File: config.mk
export PLATFORM = sky130hd
export DESIGN_NAME = wb_addr_queue
export DESIGN_NICKNAME = d
export VERILOG_FILES = /design/src/rtl/wb_addr_queue.sv
export SDC_FILE = /design/constraint.sdc
export NUM_CORES = 2
export LEC_CHECK = 0
export CAP_MARGIN = 40
export CORE_AREA = 3 3 306 308
export CTS_CLUSTER_SIZE = 14
export DETAILED_ROUTE_END_ITERATION = 8
export DIE_AREA = 0 0 309 311
export PLACE_DENSITY = 0.81
export SYNTH_ARGS = -nofsm -noshare
export SYNTH_HDL_FRONTEND = slang
export SYNTH_SLANG_ARGS = --single-unit
File: constraint.sdc
create_clock -name clk -period 3.35 [get_ports clk]
set_input_delay 0.67 -clock clk [delete_from_list [all_inputs] [get_ports clk]]
set_output_delay 0.67 -clock clk [all_outputs]
set_load 0.02 [all_outputs]
File: src/rtl/wb_addr_queue.sv
// Write-back store address queue: circular FIFO of pending stores feeding
// the data cache, with a line-granular load/store conflict check.
//
// Ports:
//   clk, rst          clock, async active-low reset
//   enq, enq_*        store request from write-back (addr/data/size/ptcinfo)
//   full, empty       queue status; count = number of valid entries
//   dc_req, dc_*      head entry presented to the data cache
//   dc_ack            cache accepted the head store this cycle
//   chk_addr, chk_hit load address check against queued store lines
//   ovf               sticky flag: enq arrived while full
module wb_addr_queue #(
  parameter int DEPTH = 4,
  parameter int CW    = 3
) (
  input  logic           clk,
  input  logic           rst,
  input  logic           enq,
  input  logic [31:0]    enq_addr,
  input  logic [63:0]    enq_data,
  input  logic [1:0]     enq_size,
  input  logic [127:0]   enq_ptcinfo,
  output logic           full,
  output logic           empty,
  output logic [CW-1:0]  count,
  output logic           dc_req,
  output logic [31:0]    dc_addr,
  output logic [63:0]    dc_data,
  output logic [1:0]     dc_size,
  output logic [127:0]   dc_ptcinfo,
  input  logic           dc_ack,
  input  logic [31:0]    chk_addr,
  output logic           chk_hit,
  output logic           ovf
);

  localparam int PW = (DEPTH > 1) ? $clog2(DEPTH) : 1;

  logic [PW-1:0]    head_q, head_d;
  logic [PW-1:0]    tail_q, tail_d;
  logic [CW-1:0]    count_q, count_d;
  logic [DEPTH-1:0] vld_q, vld_d;
  logic             ovf_q, ovf_d;

  logic [31:0]      addr_q [DEPTH];
  logic [63:0]      data_q [DEPTH];
  logic [1:0]       size_q [DEPTH];
  logic [127:0]     ptc_q  [DEPTH];

  logic             do_enq;
  logic             do_deq;
  logic             head_vld;
  logic [DEPTH-1:0] hit_vec;
  logic             unused_chk;

  assign full   = (count_q == CW'(DEPTH));
  assign empty  = (count_q == '0);
  assign count  = count_q;
  assign ovf    = ovf_q;
  assign dc_req = ~empty;

  // Enq is refused whenever full, even if the head leaves this cycle.
  assign do_enq = enq & ~full;
  assign do_deq = dc_req & dc_ack;

  // Gating on the head valid bit forces dc_* to zero during reset.
  assign head_vld   = vld_q[head_q];
  assign dc_addr    = head_vld ? addr_q[head_q] : '0;
  assign dc_data    = head_vld ? data_q[head_q] : '0;
  assign dc_size    = head_vld ? size_q[head_q] : '0;
  assign dc_ptcinfo = head_vld ? ptc_q[head_q]  : '0;

  // Line index of the last byte touched by a store.
  function automatic logic [27:0] last_line(
    input logic [31:0] a,
    input logic [1:0]  s
  );
    logic [31:0] e;
    logic [2:0]  span;
    unique case (s)
      2'b00:   span = 3'd0;
      2'b01:   span = 3'd1;
      2'b10:   span = 3'd3;
      default: span = 3'd7;
    endcase
    e = a + {29'd0, span};
    return e[31:4];
  endfunction

  for (genvar g = 0; g < DEPTH; g++) begin : g_hit
    assign hit_vec[g] = vld_q[g] &&
      ((addr_q[g][31:4] == chk_addr[31:4]) ||
       (last_line(addr_q[g], size_q[g]) == chk_addr[31:4]));
  end

  assign chk_hit    = |hit_vec;
  assign unused_chk = ^chk_addr[3:0];

  always_comb begin
    head_d  = head_q;
    tail_d  = tail_q;
    count_d = count_q;
    vld_d   = vld_q;
    ovf_d   = ovf_q | (enq & full);
    if (do_enq) begin
      vld_d[tail_q] = 1'b1;
      tail_d        = tail_q + PW'(1);
    end
    if (do_deq) begin
      vld_d[head_q] = 1'b0;
      head_d        = head_q + PW'(1);
    end
    unique case ({do_enq, do_deq})
      2'b10:   count_d = count_q + CW'(1);
      2'b01:   count_d = count_q - CW'(1);
      default: count_d = count_q;
    endcase
  end

  always_ff @(posedge clk or negedge rst) begin
    if (!rst) begin
      head_q  <= '0;
      tail_q  <= '0;
      count_q <= '0;
      vld_q   <= '0;
      ovf_q   <= 1'b0;
    end else begin
      head_q  <= head_d;
      tail_q  <= tail_d;
      count_q <= count_d;
      vld_q   <= vld_d;
      ovf_q   <= ovf_d;
    end
  end

  always_ff @(posedge clk or negedge rst) begin
    if (!rst) begin
      for (int i = 0; i < DEPTH; i++) begin
        addr_q[i] <= '0;
        data_q[i] <= '0;
        size_q[i] <= '0;
        ptc_q[i]  <= '0;
      end
    end else if (do_enq) begin
      addr_q[tail_q] <= enq_addr;
      data_q[tail_q] <= enq_data;
      size_q[tail_q] <= enq_size;
      ptc_q[tail_q]  <= enq_ptcinfo;
    end
  end

endmodule

==> out/metrics.yaml <==
drc: 0
synth-edff-count: 0
die_w_um: 309
r2r_cells: 8
nets: 4425
cp_data_required_time_ps: 2680
hold_viol: 0
hold_depth: 1
cp_max_fo: 5
hold_end: "ptc_q[48]$_DFFE_PN0P_"
r2r_end: "ptc_q[335]$_DFFE_PN0P_"
synth_common_cells: "dfrtp_1 (916), mux2_2 (908), nor2b_1 (238)"
grt_overflow: 0
grt_max_degree: 93
synth_warnings: 0
pwr_density_cell_nw_per_um2: 1182
tightest_slew_ps: 694.6
status: "finished with violations"
ir_drop_v: 0.0008235
crit_arrival_ps: 3680
rows: 111
min_from: "ptc_q[48]$_DFFE_PN0P_"
place_congestion: 1.040
initial_core_util_pct: 49.77
yosysTopAreaCell: "dfrtp_1"
wl_per_cell_um: 25.97
synth_nets: 3519
hp-class: "register to register"
first_iter_violations: 2249
vias: 32360
fin_ws_ps: -1004
fin_skew_ps: 47.54
clkTransAtPathRegs_ps: 60
ant_nets: 0
violations: "negative setup slack"
total_power_w: 0.07076
reg2reg_slack_ps: 910
post-route-min-period_ps: 4354
syn_avg_cell_area_um2: 14.04
area_delta_synth_final_pct: 31.62
dp_hpwl_mm: 93.89
yosys-top-cells-area: "dfrtp_1 (50%), mux2_2 (22%), mux4_2 (11%)"
viasPerCell: 5.954
timing.fmax_mhz: 229.7
cts_tree: "built"
fin_crit_sh_pct: 130.0
worstSkewPairLatency_ps: 690
relSlewSlack_pct: 53.54
setup_viol: 9
grt_pass1_vias: 34490
nFillCells: 6360
post-place-cells: 5135
h-tree-depth: 3
core_um2: 91390
synth_top_cell_area_share_pct: 50.40
ys_ff_latch: 916
cts-root-buf: "clkbuf_16"
grt_usage_pct: 28.78
syn-instance-count: 3239
start_kind: "register"
grt_pass1_wl_mm: 210.9
yosysSeqAreaShare_pct: 50.40
synth_flop_cell: "dfrtp_1"
cp-end-kind: "output pin"
grt_antenna_before_repair: 31
totalWireLength_mm: 141.1
die_area_um2: 96100
first_pass_iters: 5
drv_slew: 0
async_flop_share_pct: 100.0
worstSetupPathType: "register to output pin"
io_pins: 496
drv_cap: 0
dieHeight_um: 311
r2r-start: "count[0]$_DFFE_PN0P_"
numCtsBuffers: 96
yosysMostFrequentCell: "dfrtp_1"
cts.sinks: 916
leakage_nw: 25.73
syn_area_um2: 45480
finalNonFillerCells: 5434
synthDistinctLibCells: 78
drive_gt1_share_pct: 51.68
rsz0062_at_grt: "yes"
portBuffers: 491
cts_buffer_depth: 3
area by class of cell:
| class | instances | area [um2] | share of cell area [%] |
|---|---|---|---|
| tap | 1186 | 1484 | 2.479 |
| sequential | 916 | 22930 | 38.31 |
| inverter | 32 | 123.9 | 0.2069 |
| timing repair buffer | 1040 | 9857 | 16.47 |
| antenna | 28 | 70.07 | 0.1170 |
| clock inverter | 28 | 385.4 | 0.6437 |
| clock buffer | 145 | 2826 | 4.721 |
| multi-input combinational | 2059 | 22190 | 37.06 |
per-stage QoR:
step	cell area [um2]	util (%)	setup WS (ps)	hold WS [ps]	TNS (ps)
global route	59850	65.49	-1107	506.0	-2650
floorplan	45520	-	-61.73	374.4	-61.73
detailed placement	55160	60.36	-1080	483.6	-1080
CTS	59200	64.78	-975.1	500.5	-4145
finish	59860	65.51	-1004	498.1	-1179
global placement	55160	60.36	-1117	469.3	-1117
kinds of logic after synthesis:
logic type / count (synthesis) / share of synthesized area [%]
muxes: 1148 / 33.99
AOI/OAI and AO/OA: 159 / 2.506
DFF: 916 / 50.40
and+or+nand+nor: 590 / 7.554
xor gates and xnor gates: 144 / 2.814
adders and majority gates: 18 / 0.5117
buffers and inverters: 264 / 2.228
sequential cells by signal (all words and copies together) (netlist names):
register  cells
ptc_q       512
data_q      256
addr_q      128
size_q        8
vld_q         4
count         3
head_q        2
tail_q        2
ovf           1
how the worst max path moves through the flow:
stage / slack (ps) / from / endpoint
after detailed placement: -1080 / chk_addr[17] / chk_hit
after global placement: -1120 / chk_addr[17] / chk_hit
after CTS: -980 / size_q[3]$_DFFE_PN0P_ / chk_hit
after floorplan: -60 / size_q[6]$_DFFE_PN0P_ / chk_hit
after global routing: -1110 / size_q[3]$_DFFE_PN0P_ / chk_hit
final: -1000 / size_q[5]$_DFFE_PN0P_ / chk_hit
routing by layer:
| metal | vias up | share of wire [%] | track usage, % |
|---|---|---|---|
| met5 | - | 0.029 | 0 |
| met4 | 6 | 4.6 | 14.29 |
| met3 | 355 | 6.5 | 5.289 |
| met2 | 1244 | 50 | 48.00 |
| met1 | 16940 | 39 | 36.08 |
| li1 | 13810 | - | - |
what timing repair did:
item / 4_1_cts / 5_1_grt
resized for setup: 909 / 305
hold endpoints to repair: 36 / 0
gates cloned: 18 / 3
hold buffers: 1 / 0
endpoints found under the setup margin: 226 / 136
pin swaps: 7 / 17
buffers inserted: 64 / 25
placed cells by master, fill, tap and decap left out, drive strengths merged, types with 15 or more instances in the layout:
cell type,n
a21oi,29
buf,726
clkbuf,165
clkdlybuf4s15,21
clkdlybuf4s50,263
clkinv,15
dfrtp,916
diode,28
ha,17
inv,37
mux2,908
mux4,226
nand2,74
nand3,40
nand4,46
nor2,40
nor2b,238
nor3,30
nor4,20
o21ai,28
xnor2,84
xor2,60
power by group:
group          total (W)  internal, W  switching, W  leakage (nW)
clock network     0.0109      0.00631       0.00458          1.58
logic             0.0397       0.0211        0.0186          13.3
registers         0.0202       0.0168       0.00337          10.9
total             0.0708       0.0442        0.0266          25.7
critical path: stages, from the launching register on:
cell      delay [ps]
dfrtp_1          400
and2_1           170
ha_1             260
o21ai_1           90
a21oi_2          180
buf_6            190
buf_4            120
nand4_1          120
buf_4            190
o21a_1           170
and3_1           180
o32a_1           420
nand4_1          150
nand4b_1         170
buf_6            180
No activity file was read; power rests on OpenSTA's default activity.
